$ cat config.mk
export PLATFORM = sky130hd
export DESIGN_NAME = shifter_sequencer
export DESIGN_NICKNAME = d
export VERILOG_FILES = /design/src/rtl/shifter_sequencer.sv
export SDC_FILE = /design/constraint.sdc
export NUM_CORES = 1
export LEC_CHECK = 0
export CELL_PAD_IN_SITES_DETAIL_PLACEMENT = 1
export CELL_PAD_IN_SITES_GLOBAL_PLACEMENT = 2
export CORE_MARGIN = 2
export CORE_UTILIZATION = 28
export CTS_BUF_LIST = sky130_fd_sc_hd__clkbuf_8
export DETAILED_ROUTE_END_ITERATION = 6
export PLACE_DENSITY = 0.85
export SYNTH_ARGS = -nofsm -noshare
export SYNTH_HDL_FRONTEND = slang
export SYNTH_SLANG_ARGS = --single-unit
$ cat constraint.sdc
create_clock -name clk -period 3.8 [get_ports clk]
set_input_delay 0.38 -clock clk [delete_from_list [all_inputs] [get_ports clk]]
set_output_delay 0.38 -clock clk [all_outputs]
set_load 0.01 [all_outputs]
$ cat src/rtl/shifter_sequencer.sv
// Multi-cycle barrel-shifter replacement: decodes the shifter operand of an
// instruction word and produces it by stepping one bit per cycle.
module shifter_sequencer (
  input  logic        clk,
  input  logic        clr,
  input  logic        start,
  input  logic [31:0] instruction,
  input  logic [31:0] Rm,
  input  logic [31:0] Rs,
  input  logic        c_in,
  output logic [31:0] out,
  output logic        carry_out,
  output logic        busy,
  output logic        done
);

  localparam int unsigned DW = 32;
  localparam int unsigned CW = 6;

  typedef enum logic [1:0] {IDLE, SHIFT, DONE} state_t;
  typedef enum logic [2:0] {OP_LSL, OP_LSR, OP_ASR, OP_ROR, OP_RRX} op_t;

  state_t         state_q, state_d;
  op_t            op_q, op_d, dec_op, type_op;
  logic [CW-1:0]  cnt_q, cnt_d, dec_count;
  logic [DW-1:0]  dec_operand, step_out, out_d;
  logic           cin_q, cin_d, step_carry, carry_d, busy_d, done_d;
  logic [4:0]     imm5;
  logic           reg_form;
  logic           unused_bits;

  assign unused_bits = ^{instruction[31:28], instruction[24], Rs[31:8]};
  assign imm5        = instruction[11:7];
  assign reg_form    = (instruction[27:25] == 3'b000) && instruction[4];

  always_comb begin : type_map
    case (instruction[6:5])
      2'b01:   type_op = OP_LSR;
      2'b10:   type_op = OP_ASR;
      2'b11:   type_op = OP_ROR;
      default: type_op = OP_LSL;
    endcase
  end

  // Operand, step count and step kind chosen from the instruction class.
  always_comb begin : decode
    dec_operand = '0;
    dec_count   = '0;
    dec_op      = OP_LSL;
    case (instruction[27:25])
      3'b001: begin
        dec_operand = {24'd0, instruction[7:0]};
        dec_count   = CW'({instruction[11:8], 1'b0});
        dec_op      = OP_ROR;
      end
      3'b000, 3'b011: begin
        dec_operand = Rm;
        dec_op      = type_op;
        if (reg_form) begin
          if (Rs[7:0] == 8'd0) begin
            dec_count = '0;
          end else begin
            case (instruction[6:5])
              2'b10:   dec_count = (Rs[7:0] > 8'd32) ? CW'(32) : CW'(Rs[7:0]);
              2'b11:   dec_count = (Rs[4:0] == 5'd0) ? CW'(32) : CW'(Rs[4:0]);
              default: dec_count = (Rs[7:0] > 8'd33) ? CW'(33) : CW'(Rs[7:0]);
            endcase
          end
        end else if (imm5 != 5'd0) begin
          dec_count = CW'(imm5);
        end else begin
          case (instruction[6:5])
            2'b00:   dec_count = '0;
            2'b11: begin
              dec_op    = OP_RRX;
              dec_count = CW'(1);
            end
            default: dec_count = CW'(32);
          endcase
        end
      end
      3'b010:  dec_operand = {20'd0, instruction[11:0]};
      3'b101:  dec_operand = {{6{instruction[23]}}, instruction[23:0], 2'b00};
      default: dec_operand = '0;
    endcase
  end

  // One single-bit step of the latched shift kind.
  always_comb begin : step
    step_out   = out;
    step_carry = carry_out;
    case (op_q)
      OP_LSL:  {step_carry, step_out} = {out, 1'b0};
      OP_LSR:  {step_out, step_carry} = {1'b0, out};
      OP_ASR:  {step_out, step_carry} = {out[DW-1], out};
      OP_ROR:  {step_out, step_carry} = {out[0], out};
      OP_RRX:  {step_out, step_carry} = {cin_q, out};
      default: ;
    endcase
  end

  always_comb begin : next_state
    state_d = state_q;
    op_d    = op_q;
    cnt_d   = cnt_q;
    cin_d   = cin_q;
    out_d   = out;
    carry_d = carry_out;
    case (state_q)
      IDLE: begin
        if (start) begin
          out_d   = dec_operand;
          carry_d = c_in;
          cnt_d   = dec_count;
          op_d    = dec_op;
          cin_d   = c_in;
          state_d = (dec_count == '0) ? DONE : SHIFT;
        end
      end
      SHIFT: begin
        out_d   = step_out;
        carry_d = step_carry;
        cnt_d   = cnt_q - CW'(1);
        if (cnt_q == CW'(1)) state_d = DONE;
      end
      DONE:    state_d = IDLE;
      default: state_d = IDLE;
    endcase
    busy_d = (state_d != IDLE);
    done_d = (state_d == DONE);
  end

  always_ff @(posedge clk or negedge clr) begin : regs
    if (!clr) begin
      state_q   <= IDLE;
      op_q      <= OP_LSL;
      cnt_q     <= '0;
      cin_q     <= 1'b0;
      out       <= '0;
      carry_out <= 1'b0;
      busy      <= 1'b0;
      done      <= 1'b0;
    end else begin
      state_q   <= state_d;
      op_q      <= op_d;
      cnt_q     <= cnt_d;
      cin_q     <= cin_d;
      out       <= out_d;
      carry_out <= carry_d;
      busy      <= busy_d;
      done      <= done_d;
    end
  end

endmodule

Yosys cells after proc, flatten, opt, wreduce, memory -nomap -nowiden
Index checks and enable logic that the tools add are counted.

storage, ports and cells
  logic and storage cells = 76
  flip-flop bits (word level) = 47
  output and inout port bits = 35

cells by class
  order comparisons = 2
  reduce and logical (&&, ||, !) cells = 18
  equality and inequality tests = 19
  add/sub/neg operators = 1
  multiplexer cells = 27

operators with widths
  kind                 count
  $pmux 32 s5          1
  $pmux 32 s4          1
  $pmux 32 s2          1
  $pmux 6 s2           4
  $mux 6               7
  $mux 32              1
  $gt 8x6->1 const B   2
  $eq 3x2->1 const B   4
  $mux 3               3
  $logic_not 8->1      1
  $eq 2x2->1 const B   3
  $eq 3x1->1 const B   2
  $eq 3x3->1 const B   2
  $eq 6x1->1 const B   1
  $logic_not 3->1      2
  $logic_not 6->1      1
  $mux 2               3
  $ne 6x1->1 const B   1
  $pmux 2 s3           1
  $pmux 3 s2           1
  $reduce_and 3->1     2
  $sub 6x1->6 const B  1
  $logic_not 5->1      1
  $ne 5x1->1 const B   1
  14 further kinds     20

Longest topological paths before layout
Gate-level depths: netlist of the first run.

  word-level depth = 11
  mapped depth = 8
  depth with buffers taken out = 7

Least setup slack after synthesis of the first run
Ideal clock, no wire load.

  path kind = input to register
  start point = in instruction[26]
  end point = reg done
  arrival time = 1.727 ns
  data required time = 3.682 ns
  library setup time = 0.118 ns
  path slack = 1.956 ns
  path buffers = 1
  stages = 6
  cell sequence = buf_6 or4b_4 a221o_1 o32ai_2 or4_1 nand2_1

between the ends
  word-level cells in the longest chain between the ends = 9
  elaborated cells between the ends (all ways) = 12
  those cells by class = eq/ne: 3; mux: 5; reduce/logical: 4

ends and longest elaborated chain
  item                  RTL line  source
  start, declared       7         input logic [31:0] instruction,
  $logic_not 3->1       34, 50
  $logic_and 1x1->1     34        assign reg_form = (instruction[27:25] == 3'b000) && instruction[4];
  $mux 6                59        if (reg_form) begin
  $pmux 6 s2 *          50        case (instruction[27:25])
  $logic_not 6->1 *     117       state_d = (dec_count == '0) ? DONE : SHIFT;
  $mux 2 *              117
  $mux 2 *              111       if (start) begin
  $pmux 2 s2 *          109       case (state_q)
  $eq 2x2->1 *          130       done_d = (state_d == DONE);
  named net done_d      27        logic cin_q, cin_d, step_carry, carry_d, busy_d, done_d;
  end signal, assigned  151       done <= done_d;
  end, declared         14        output logic done

The timed path passes the listed nets; every way through them passes the cells marked *.
A chain may end at the register's enable or synchronous reset.

Worst setup path in the final report of the first run
  start point = in instruction[26]
  end point = reg out[14]

between the ends
  word-level cells in the longest chain between the ends = 5
  elaborated cells between the ends (all ways) = 9
  those cells by class = eq/ne: 4; mux: 3; reduce/logical: 2

ends and longest elaborated chain
  item                                                  RTL line  source
  $eq 3x2->1 / $logic_not 3->1 (equally long branches)  50
  $reduce_or 2->1                                       50
  $pmux 32 s4 *                                         50
  $mux 32 *                                             111
  $pmux 32 s2 *                                         109
  end signal, assigned                                  148       out <= out_d;
  end, declared                                         11        output logic [31:0] out,

Every way passes the cells marked *; elsewhere a longest branch is shown, timed or not. The select of a mux whose other input is x is not followed.

==> summary.txt, run 1 <==
Synthesis
  – EDFF count, synth: 0
  – Synthesized area per cell: 8.541 um2
  – Top cells by area, synth: dfrtp_1, nand2_1, a21o_1, a311oi_1, a221oi_1
  – Top-count cell post-synth: nand2_1
  – Post-synthesis sequential area ratio: 31.88%
  – Commonest cells post-synth: nand2_1, dfrtp_1, o21ai_0, a21o_1, clkbuf_1
  – FF+latch count, synth: 47
  – Top_reg_cell synth: dfrtp_1
  – Mapped cell area: 3690 um2
  – Ys Warns: 0
  – Post-synthesis cell type count: 58
  – Synth Instances: 432
  – Top cell type's share of synthesized area: 31.88%
  – Yosys top cell by area: dfrtp_1
  – FFs w/ async S/R, synth: 100.0%
  – Synthesized Nets: 540

Placement
  – Buffers added on ports: 105
  – DP Area: 4901 um2
  – Pre-CTS WS: 0.7676 ns
  – DPL Wire Length: 9.499 mm
  – Placer Congestion: 0.8179

Layout
  – P&R area growth vs syn: 35.64%
  – Share of cells above drive strength 1: 8.462%
  – Final core occ: 39.34%
  – Nets@finish: 627
  – # diodes: 0
  – Final Instance Area: 5005 um2

Floorplanning
  – Core Rows: 41
  – Initial core utilization: 29.00%
  – Die width: 118.8 um
  – Die Ht: 118.8 um
  – Die ar.: 14,110 um2
  – Core box area: 12,720 um2
  – Ports: 135

Timing
  – Fin worst setup slack: 1.113 ns
  – Setup TNS: 0 ns
  – Worst Clk Skew: 0.01128 ns
  – Tmin final: 2.687 ns
  – Setup violators final: 0
  – Fin. max-slew vios: 0
  – Slew at the pin closest to its max-slew limit: 0.9116 ns
  – Post-route clock period utilization: 70.71%
  – Hold_ws: 0.0004706 ns
  – RSZ-0062 raised after global routing: no
  – Max Clock Freq: 372.1 MHz
  – Fin. Hold Viols: 0
  – Slew headroom: 38.79%

Hold path
  – HP Class: in2async

Power and ir drop
  – Worst vdd ir: 0.0002974 V
  – Leak: 2.106 nW
  – Power per Cell Area: 590.6 nW/um2

Worst setup path
  – Critical path startpoint category: input pin
  – Type of the worst setup path: in2reg
  – Crit-path max FO: 16
  – Arr. time, crit path: 2.93 ns
  – Reg-to-reg startpoint: op_q[0]$_DFFE_PN0P_
  – Worst setup path startpoint: instruction[26]
  – Reg2reg path depth: 5
  – Crit path required time: 4.05 ns
  – Critical Path Sink Type: register

Routing
  – Vias per cell: 5.418
  – Initial DRC Count: 135
  – Met2 wire length: 6.409 mm
  – DR WL met3: 373 um
  – Post-DRT Antenna Nets: 0
  – WL met1: 5.839 mm
  – Vias: 3,749
  – Final wirelength: 12.73 mm
  – Initial DRT Pass Iterations: 5
  – DR top layer: met4
  – Drt drc: 0
  – WL/cell: 18.40 um

Global route
  – Initial antenna violation count: 0
  – Gr ovfl total: 0
  – Vias in the first global route: 4,004
  – GRT Total Usage: 18.12%
  – First-pass GRT wire length: 20.88 mm
  – Largest net degree at the start of global routing: 65

CTS
  – CTS Sinks: 47
  – H-tree Lvls: 2
  – Clk_lat worst skew: 0.31 ns
  – Setup repair bufs after CTS: 0
  – Post-cts resize count: 0
  – Reg clk slew, reported paths: 0.09 ns
  – CTS Buf Count: 5
  – CTS Root Buffer Type: clkbuf_8
  – CTS tree: done
  – Clk buf depth: 2
  – Hold-fix buffers, CTS: 0

Flow run
  – Maxcap violations: 0

Run status
  – Status: finished clean
-- metrics by stage --
step | instances | total power, mW
after floorplan | 432 | 1.911
after global placement | 684 | 2.570
after detailed placement | 684 | 2.624
after CTS | 692 | 2.982
after global routing | 692 | 3.203
final | 692 | 2.956
-- area by class of cell --
type	instances	area, um2
inverter	12	45.04
multi-input combinational	336	2328
clock inverter	1	7.507
tap	172	215.2
clock buffer	7	96.34
timing repair buffer	117	1136
sequential	47	1176
fill	1505	7717
-- flip-flops by register name, indices dropped and copies added (netlist names) --
name       cells
done           1
busy           1
op_q           3
carry_out      1
state_q        2
cnt_q          6
cin_q          1
out           32
-- critical path, stage by stage --
cell	delay, ns
clkdlybuf4s50_1	0.75
buf_4	0.35
nor2b_1	0.52
buf_4	0.29
a22o_1	0.17
a221oi_1	0.07
a311oi_1	0.28
a21o_1	0.11
-- cell usage in the layout (no fill, tap or decap), drive strengths merged, types with 2 or more instances in the layout --
| cell type | synthesis | routed |
|---|---|---|
| nor4b | 2 | 2 |
| mux2i | 14 | 14 |
| nor3b | 2 | 2 |
| o311a | 2 | 2 |
| ha | 8 | 8 |
| nor4 | 3 | 3 |
| nor2 | 12 | 12 |
| nand3 | 4 | 4 |
| clkbuf | 25 | 7 |
| a22oi | 15 | 15 |
| o22ai | 6 | 6 |
| or3 | 2 | 2 |
| mux2 | 11 | 11 |
| a21o | 28 | 28 |
| buf | 12 | 13 |
| a21oi | 7 | 7 |
| dfrtp | 47 | 47 |
| a31oi | 4 | 4 |
| o32a | 2 | 2 |
| o21ai | 30 | 30 |
| and3b | 2 | 2 |
| o31ai | 2 | 2 |
| nand2 | 72 | 72 |
| nor3 | 6 | 6 |
| a221oi | 19 | 19 |
| a221o | 4 | 4 |
| and3 | 2 | 2 |
| clkdlybuf4s50 | 0 | 104 |
| a311oi | 20 | 20 |
| nor2b | 23 | 23 |
| and2 | 2 | 2 |
| a22o | 13 | 13 |
| inv | 12 | 12 |
-- layer usage --
layer | up-vias | track usage, %
met1 | 1874 | 23.27
met5 | - | 0
li1 | 1808 | -
met3 | 8 | 2.654
met2 | 59 | 32.33
met4 | 0 | 3.348
-- cells by family after synthesis --
logic type / after synthesis / share of synthesized area, %
xor gates and xnor gates: 1 / 0.2374
AOI/OAI and AO/OA: 161 / 33.06
and+or+nand+nor: 140 / 19.16
muxes: 25 / 7.155
buffers and inverters: 49 / 5.527
DFF: 47 / 31.88
adders and majority gates: 9 / 2.984
-- worst paths after layout --
path / end / slack [ns]
setup / recovery: out[14]$_DFFE_PN0P_ / 1.11
hold / removal: out[25]$_DFFE_PN0P_ / 0.0005
setup reg to reg: out[31]$_DFFE_PN0P_ / 1.32
hold reg to reg: carry_out$_DFFE_PN0P_ / 0.49
max in group asynchronous: out[30]$_DFFE_PN0P_ / 3.06
min in group clk: carry_out$_DFFE_PN0P_ / 0.49
-- power by group --
group / internal (mW) / switching [mW]
clock: 0.166 / 0.182
combinational: 0.787 / 0.874
sequential: 0.709 / 0.238
Note: power is estimated with default switching activity, not from simulation.
==> inputs of run 2 (changes only) <==
--- a/config.mk
+++ b/config.mk
@@ -8,10 +8,10 @@
 export CELL_PAD_IN_SITES_DETAIL_PLACEMENT = 1
 export CELL_PAD_IN_SITES_GLOBAL_PLACEMENT = 2
 export CORE_MARGIN = 2
-export CORE_UTILIZATION = 28
+export CORE_UTILIZATION = 26
 export CTS_BUF_LIST = sky130_fd_sc_hd__clkbuf_8
 export DETAILED_ROUTE_END_ITERATION = 6
-export PLACE_DENSITY = 0.85
+export PLACE_DENSITY = 0.79
 export SYNTH_ARGS = -nofsm -noshare
 export SYNTH_HDL_FRONTEND = slang
 export SYNTH_SLANG_ARGS = --single-unit
==> constraint.sdc (replaced) <==
create_clock -name clk -period 2.7 [get_ports clk]
set_input_delay 0.27 -clock clk [delete_from_list [all_inputs] [get_ports clk]]
set_output_delay 0.27 -clock clk [all_outputs]
set_load 0.01 [all_outputs]
==> summary.txt, run 2 (synthesis gave the netlist of run 1 again) <==
Worst setup path
  – Crit-path max FO: 13 (-3)
  – Critical path startpoint category: register
  – Arr. time, crit path: 2.56 ns (-0.37 ns)
  – Reg2reg end: out[24]$_DFFE_PN0P_
  – Crit path required time: 2.94 ns (-1.11 ns)
  – Reg-to-reg startpoint: op_q[0]$_DFFE_PN0P_
  – Critical Path Sink Type: register
  – Type of the worst setup path: reg2reg
  – Reg2reg path depth: 6 (+1)
  – Flop2flop setup slack: 0.38 ns (-0.94 ns)

Power and ir drop
  – Power Total: 4.202 mW (+42%)
  – Worst vdd ir: 0.0003622 V (+22%)
  – Leak: 2.142 nW (+1.7%)
  – Seq pwr share: 31.6% (-0.4 points)
  – Sw power: 1.836 mW (+42%)
  – Clock Power Share: 10.6% (-1.2 points)
  – Int Power: 2.366 mW (+42%)
  – Sw frac: 43.69% (-0.081 points)
  – Power per Cell Area: 829.8 nW/um2 (+40%)
  – Gate power share: 57.8% (+1.6 points)

Layout
  – # diodes: 0 (unchanged)
  – Regs by FF count: out (32), cnt_q (6), op_q (3)
  – Final Instance Area: 5064 um2 (+1.2%)
  – Nets@finish: 634 (+1.1%)
  – Share of cells above drive strength 1: 9.506% (+1.0 points)
  – Largest register by flop count: out
  – Most common cell after layout, fill and taps aside: clkdlybuf4s50_1
  – Most frequent cells in the layout: clkdlybuf4s50_1, nand2_1, dfrtp_1
  – Final core occ: 36.48% (-2.9 points)
  – Max reg flops: 32 (unchanged)
  – Final Non-Filler Cells: 706 (+2.0%)
  – P&R area growth vs syn: 37.23%

Global route
  – Largest net degree at the start of global routing: 48 (-26%)
  – Gr ovfl total: 0 (unchanged)
  – First-pass GRT wire length: 21.09 mm (+0.99%)
  – Initial antenna violation count: 0 (unchanged)
  – Vias in the first global route: 3,894 (-2.7%)
  – GRT Total Usage: 17.53% (-0.59 points)

Timing
  – Worst Clk Skew: 0.008349 ns (-0.002927 ns)
  – Slew headroom: 33.03% (-5.8 points)
  – Setup TNS: 0 ns (unchanged)
  – Post-route clock period utilization: 85.94%
  – RSZ-0062 raised after global routing: no
  – Max Clock Freq: 431.0 MHz
  – Fin worst setup slack: 0.3796 ns (-0.7333 ns)
  – Fin. max-slew vios: 0 (unchanged)
  – Tmin final: 2.320 ns
  – Setup violators final: 0 (unchanged)
  – Hold_ws: 0.06043 ns (+0.05996 ns)
  – Fin. Hold Viols: 0 (unchanged)
  – Slew at the pin closest to its max-slew limit: 1.001 ns (+0.08913 ns)

Routing
  – Drt drc: 0 (unchanged)
  – Vias: 3,801 (+1.4%)
  – Vias per cell: 5.384 (-0.62%)
  – Initial DRC Count: 132 (-2.2%)
  – Post-DRT Antenna Nets: 0 (unchanged)
  – WL/cell: 18.57 um (+0.95%)
  – Initial DRT Pass Iterations: 4 (-1)
  – Final wirelength: 13.11 mm (+3.0%)

CTS
  – Clk_lat worst skew: 0.30 ns (about the same)
  – H-tree Lvls: 2 (unchanged)
  – CTS Buf Count: 5 (unchanged)
  – Post-cts resize count: 0 (unchanged)
  – Hold-fix buffers, CTS: 0 (unchanged)
  – Setup repair bufs after CTS: 0 (unchanged)
  – Clk buf depth: 2 (unchanged)
  – CTS Root Buffer Type: clkbuf_8
  – CTS Sinks: 47 (unchanged)
  – CTS tree: done
  – Reg clk slew, reported paths: 0.09 ns (about the same)

Floorplanning
  – Ports: 135 (unchanged)
  – Die Ht: 123.1 um (+3.6%)
  – Core Rows: 43 (+4.9%)
  – Core box area: 13,880 um2 (+9.1%)
  – Die width: 123.1 um (+3.6%)
  – Initial core utilization: 26.58% (-2.4 points)
  – Die ar.: 15,160 um2 (+7.4%)

Placement
  – Pre-CTS WS: 0.1457 ns (-0.6220 ns)
  – Buffers added on ports: 105 (unchanged)
  – DPL Wire Length: 9.765 mm (+2.8%)
  – Placer Congestion: 0.8266 (+1.1%)
  – Placed cell count: 699 (+2.2%)
  – DP Area: 4976 um2 (+1.5%)

Run status
  – Status: finished clean

Hold path
  – HP Class: in2async

Flow run
  – Maxcap violations: 0 (unchanged)
-- run 2: cell types whose count changed in the layout (fill, tap and decap cells not counted) --
cell / before / now
buf_12: 0 / 1
clkinv_2: 0 / 1
clkbuf_8: 7 / 6
buf_4: 12 / 18
clkinvlp_4: 1 / 0
-- run 2: power by group through the flow --
stage	clock network, mW	logic [mW]	registers (mW)
finish	0.447	2.43	1.33
global route	0.484	2.68	1.38
floorplan	0	1.34	1.35
detailed placement	0	2.45	1.34
global placement	0	2.38	1.33
CTS	0.460	2.46	1.33
-- run 2: layout make-up --
class / instances / area (um2)
Sequential cell: 47 / 1176
Multi-Input combinational cell: 336 / 2328
Fill cell: 1647 / 8817
Inverter: 12 / 45.04
Clock buffer: 6 / 82.58
Tap cell: 180 / 225.2
Timing Repair Buffer: 124 / 1201
Clock inverter: 1 / 5.005
-- run 2: worst max-delay path: stages (launching register included) --
cell	delay (ns)
dfrtp_1	0.46
o21ai_0	0.45
and2_1	0.57
buf_4	0.28
nand2_1	0.08
a311oi_1	0.29
a21o_1	0.12
-- run 2: how the worst max path moves through the flow --
stage | start | endpoint | slack [ns] | cells past startpoint
finish | op_q[0]$_DFFE_PN0P_ | out[24]$_DFFE_PN0P_ | 0.38 | 6
global route | op_q[0]$_DFFE_PN0P_ | out[21]$_DFFE_PN0P_ | 0.22 | 6
CTS | op_q[1]$_DFFE_PN0P_ | out[24]$_DFFE_PN0P_ | 0.40 | 6
detailed placement | instruction[26] | out[14]$_DFFE_PN0P_ | 0.15 | 8
global placement | instruction[26] | out[14]$_DFFE_PN0P_ | 0.22 | 8
floorplan | op_q[1]$_DFFE_PN0P_ | out[5]$_DFFE_PN0P_ | 0.92 | 6
-- run 2: metal layers --
layer / up-vias / part of all wire (%) / track usage [%]
met5: - / 0 / 0
met4: 0 / 1.1 / 3.622
met3: 10 / 3.4 / 3.367
met2: 66 / 50 / 30.01
met1: 1900 / 46 / 22.95
li1: 1825 / - / -
==> inputs of run 3 (changes only) <==
--- a/config.mk
+++ b/config.mk
@@ -11,6 +11,7 @@
 export CORE_UTILIZATION = 26
 export CTS_BUF_LIST = sky130_fd_sc_hd__clkbuf_8
 export DETAILED_ROUTE_END_ITERATION = 6
+export GPL_ROUTABILITY_DRIVEN = 0
 export PLACE_DENSITY = 0.79
 export SYNTH_ARGS = -nofsm -noshare
 export SYNTH_HDL_FRONTEND = slang
==> constraint.sdc (replaced) <==
create_clock -name clk -period 2.45 [get_ports clk]
set_input_delay 0.245 -clock clk [delete_from_list [all_inputs] [get_ports clk]]
set_output_delay 0.245 -clock clk [all_outputs]
set_load 0.01 [all_outputs]
==> summary.txt, run 3 (synthesis gave the netlist of run 1 again) <==
Floorplanning
  – Initial core utilization: 26.58% (unchanged)
  – Die width: 123.1 um (unchanged)
  – Core Rows: 43 (unchanged)
  – Core box area: 13,880 um2 (unchanged)
  – Die Ht: 123.1 um (unchanged)
  – Die ar.: 15,160 um2 (unchanged)
  – Ports: 135 (unchanged)

Worst setup path
  – Flop2flop setup slack: 0.36 ns (-0.02 ns)
  – Critical path startpoint category: register
  – Critical Path Sink Type: register
  – Arr. time, crit path: 2.28 ns (-0.28 ns)
  – Crit-path max FO: 13 (unchanged)
  – Type of the worst setup path: reg2reg
  – Crit path required time: 2.64 ns (-0.30 ns)

CTS
  – CTS Buf Count: 5 (unchanged)
  – CTS Sinks: 47 (unchanged)
  – H-tree Lvls: 2 (unchanged)
  – Clk buf depth: 2 (unchanged)
  – Reg clk slew, reported paths: 0.09 ns (about the same)
  – Clk_lat worst skew: 0.30 ns (about the same)
  – CTS tree: done
  – CTS Root Buffer Type: clkbuf_8

Timing
  – Worst Clk Skew: 0.009332 ns (+0.0009831 ns)
  – Slew at the pin closest to its max-slew limit: 0.9731 ns (-0.02767 ns)
  – Fin worst setup slack: 0.3605 ns (-0.01911 ns)
  – Max Clock Freq: 478.6 MHz (+11%)
  – Setup TNS: 0 ns (unchanged)
  – Post-route clock period utilization: 85.29% (-0.65 points)
  – Fin. Hold Viols: 0 (unchanged)
  – Setup violators final: 0 (unchanged)
  – Slew headroom: 35.13% (+2.1 points)
  – RSZ-0062 raised after global routing: no
  – Tmin final: 2.090 ns (-0.2309 ns)
  – Fin. max-slew vios: 0 (unchanged)

Routing
  – Drt drc: 0 (unchanged)
  – Vias per cell: 5.338 (-0.84%)
  – Initial DRT Pass Iterations: 4 (unchanged)
  – WL/cell: 18.52 um (-0.26%)
  – Final wirelength: 13.36 mm (+1.9%)
  – Initial DRC Count: 179 (+36%)
  – Post-DRT Antenna Nets: 0 (unchanged)
  – Vias: 3,849 (+1.3%)

Global route
  – Gr ovfl total: 0 (unchanged)
  – First-pass GRT wire length: 21.11 mm (about the same)
  – Initial antenna violation count: 0 (unchanged)
  – GRT Total Usage: 17.54% (about the same)
  – Vias in the first global route: 3,951 (+1.5%)
  – Largest net degree at the start of global routing: 58 (+21%)

Power and ir drop
  – Clock Power Share: 13.9% (+3.3 points)
  – Sw power: 2.055 mW (+12%)
  – Leak: 2.230 nW (+4.1%)
  – Power per Cell Area: 937.0 nW/um2 (+13%)
  – Gate power share: 56.1% (-1.7 points)
  – Sw frac: 42.04% (-1.7 points)
  – Int Power: 2.834 mW (+20%)
  – Seq pwr share: 30.0% (-1.6 points)
  – Worst vdd ir: 0.0003732 V (+3.1%)

Layout
  – Regs by FF count: out (32), cnt_q (6), op_q (3)
  – Final Non-Filler Cells: 721 (+2.1%)
  – Most common cell after layout, fill and taps aside: clkdlybuf4s50_1
  – Most frequent cells in the layout: clkdlybuf4s50_1, nand2_1, dfrtp_1
  – P&R area growth vs syn: 41.40%
  – Largest register by flop count: out
  – Fillcell total: 1,627 (-1.2%)
  – # diodes: 0 (unchanged)
  – Nets@finish: 648 (+2.2%)
  – Share of cells above drive strength 1: 12.01% (+2.5 points)
  – Max reg flops: 32 (unchanged)
  – Final Instance Area: 5218 um2 (+3.0%)

Hold path
  – HP Class: in2async

Placement
  – DP Area: 5074 um2 (+2.0%)
  – Buffers added on ports: 105 (unchanged)
  – Placed cell count: 712 (+1.9%)
  – DPL Wire Length: 9.895 mm (+1.3%)
  – Pre-CTS WS: 0.0005866 ns (-0.1451 ns)

Run status
  – Status: finished clean

Flow run
  – Maxcap violations: 0 (unchanged)
==> run 3: cell count changes in the layout (fill, tap and decap cells not counted) <==
cell,before,now
buf_4,18,31
bufinv_16,0,2
clkbuf_8,6,5
clkinv_2,1,0
inv_1,12,13
nand2_1,72,71
nand2_2,0,1
o21ai_0,29,28
o21ai_1,0,1
o21ai_2,0,1
==> run 3: metrics by stage <==
stage	total power, mW	hold WS (ns)	util [%]
after floorplan	2.964	-0.05059	-
after global placement	4.121	0.4011	36.55
after detailed placement	4.191	0.4089	36.55
after CTS	4.893	0.06877	37.51
after global routing	5.264	0.09254	37.59
final	4.889	0.04265	37.59
==> run 3: repair_timing <==
| item | 4_1_cts | 5_1_grt |
|---|---|---|
| setup endpoints to repair | 0 | 30 |
| setup buffers | 0 | 0 |
| resized for setup | 0 | 2 |
| hold buffers | 0 | 0 |
==> run 3: power groups by stage <==
stage / Sequential, mW / Combinational, mW / Clock, mW
floorplan: 1.49 / 1.47 / 0
global route: 1.52 / 3.02 / 0.729
detailed placement: 1.48 / 2.71 / 0
global placement: 1.47 / 2.65 / 0
finish: 1.47 / 2.74 / 0.679
CTS: 1.46 / 2.73 / 0.696
==> run 3: per-layer routing <==
| layer | vias up | part of all wire [%] | wire length, um | global-route usage [%] |
|---|---|---|---|---|
| met5 | - | 0 | 0 | 0 |
| met4 | 0 | 1.3 | 168 | 3.622 |
| met3 | 9 | 3.5 | 461 | 2.445 |
| met2 | 72 | 50 | 6670 | 30.77 |
| met1 | 1911 | 45 | 6055 | 22.93 |
| li1 | 1857 | - | - | - |
==> run 3: area by class of cell <==
type	count	area [um2]	share of cell area (%)
Multi-Input combinational cell	337	2340	44.84
Timing Repair Buffer	137	1299	24.89
Sequential cell	47	1176	22.54
Tap cell	180	225.2	4.317
Clock buffer	5	68.82	1.319
Clock inverter	3	63.81	1.223
Inverter	12	45.04	0.8633
==> run 3: path summary, 6_finish.rpt <==
| check | startpoint | end | depth (start not counted) |
|---|---|---|---|
| max in group asynchronous | clr | out[30]$_DFFE_PN0P_ | 2 |
| min reg2reg | carry_out$_DFFE_PN0P_ | carry_out$_DFFE_PN0P_ | 1 |
| min | clr | out[15]$_DFFE_PN0P_ | 2 |
| max reg2reg | op_q[0]$_DFFE_PN0P_ | out[22]$_DFFE_PN0P_ | 6 |
| max | op_q[0]$_DFFE_PN0P_ | out[22]$_DFFE_PN0P_ | 6 |
| min in group clk | carry_out$_DFFE_PN0P_ | carry_out$_DFFE_PN0P_ | 1 |
==> run 3: critical path, stage by stage (launching register included) <==
cell and delay [ns]:
dfrtp_1 0.47, o21ai_1 0.50, nand2_2 0.36, buf_4 0.29, nand2_1 0.09, a311oi_1 0.09, a21o_1 0.18
==> patch (settings of run 2) <==
Put one more register stage on the output `done`. The value now appears one clock later. The other outputs are not delayed to match.
--- a/src/rtl/shifter_sequencer.sv
+++ b/src/rtl/shifter_sequencer.sv
@@ -21,2 +21,4 @@
   typedef enum logic [2:0] {OP_LSL, OP_LSR, OP_ASR, OP_ROR, OP_RRX} op_t;
+
+  logic done_s0;
 
@@ -141,3 +143,3 @@
       busy      <= 1'b0;
-      done      <= 1'b0;
+      done_s0   <= 1'b0;
     end else begin
@@ -150,4 +152,8 @@
       busy      <= busy_d;
-      done      <= done_d;
+      done_s0   <= done_d;
     end
+  end
+
+  always_ff @(posedge clk) begin
+    done <= done_s0;
   end
Function: changed (Yosys sat finds a counterexample within 4 cycles, from zero or initial values).
==> patch against run 2 <==
- first-iteration DRC count up 27%
- total power about the same
- non-clock buffer count up 2
- routed wire length down 0.63%
- setup slack worse by 0.042 ns
- worst hold slack better by 0.0045 ns
- sequential cell count up 1
- synthesized area up 0.54%
- fmax down 1.8%
- count of clock-buffer cells in the layout down 1
- design area up 0.69%
- critical path type unchanged
- largest power group unchanged
==> patch: results (changes against run 2) <==
| Metric | Value |
|---|---|
| Layout Skew | 0.0106 ns (+0.00222 ns) |
| Wire length on met2 | 6620 um (+1.2%) |
| R2R setup slack | 0.34 ns (-0.04 ns) |
| WP data arrival | 2.55 ns (about the same) |
| Slowest stage cell, crit path | nand2_1 |
| Layout Nets | 637 (+0.47%) |
| Area after DPL | 5010 um2 (+0.70%) |
| CP max stage delay | 0.54 ns (-0.03 ns) |
| Slew HR | 34.3% (+1.3 points) |
| WL per Instance | 18.4 um (-1.2%) |
| Routed length on met3 | 507 um (+14%) |
| Status | finished, final reports clean |
| Yosys cell types | 59 (+1.7%) |
| Compound-Gate Fraction of Synth Area | 32.9% (-0.18 points) |
| VDD IR max | 298 uV (-18%) |
| WHS | 0.0649 ns (+0.00451 ns) |
| Vias in the first global route | 3998 (+2.7%) |
| Asr flop ratio synth | 97.9% (-2.1 points) |
| Seq/Total Area, Yosys | 32.2% (+0.37 points) |
| M1 wire length | 5800 um (-3.0%) |
| Share of cells above drive strength 1 | 10.0% (+0.49 points) |
| Post-DP HPWL | 9850 um (+0.88%) |
| Reg-to-Reg Start | op_q[1] |
| Gp weighted congestion | 0.848 (+2.6%) |
| Met1 Usage GRT | 22.2% (-0.70 points) |
| 1st-iter DRT viols | 167 (+27%) |
| Post-synthesis mux area share | 7.12% (-0.039 points) |
[patch: cells by family (layout without fill, tap and decap cells)]
group | Yosys count | count (layout)
simple gates | 140 | 140
compound gates | 161 | 161
buf+inv | 49 | 146
mux | 25 | 25
fa+ha+maj | 9 | 9
flops | 48 | 48
xor+xnor | 1 | 1
[patch: worst max-delay path by stage]
| stage | cells after the start | endpoint | slack, ns | startpoint |
|---|---|---|---|---|
| after CTS | 6 | carry_out | 0.36 | op_q[0] |
| after global placement | 8 | cnt_q[1] | 0.30 | instruction[5] |
| final | 6 | out[18] | 0.34 | op_q[1] |
| after floorplan | 6 | out[5] | 0.92 | op_q[1] |
| after global routing | 6 | out[21] | 0.18 | op_q[0] |
| after detailed placement | 8 | cnt_q[1] | 0.27 | instruction[5] |
[patch: critical path, delay by kind of cell, from the launching register on]
family                 cells  cell delay (ns)
AO/OA/AOI/OAI              3             0.81
AND/OR/NAND/NOR            2             0.62
flip-flops                 1             0.46
buffers and inverters      1             0.35
[patch: per-stage QoR]
stage | setup WS [ns] | instances
3_5_place_dp | 0.270 | 702
4_1_cts | 0.362 | 710
3_3_place_gp | 0.297 | 702
5_1_grt | 0.181 | 710
6_report | 0.338 | 710
2_1_floorplan | 0.916 | 433
[patch: cell type report]
| cell class | count | area share [%] |
|---|---|---|
| inverters | 12 | 0.883 |
| clock inverters | 3 | 0.368 |
| repair buffers | 126 | 23.9 |
| multi-input cells | 336 | 45.7 |
| flip-flops and latches | 48 | 23.5 |
| well taps | 180 | 4.42 |
| clock buffers | 5 | 1.35 |
[patch: power breakdown]
part	switching, mW	leakage, nW	total (mW)	internal, mW
registers	0.334	0.618	1.35	1.02
clock network	0.261	0.0479	0.443	0.181
logic	1.24	1.49	2.41	1.17
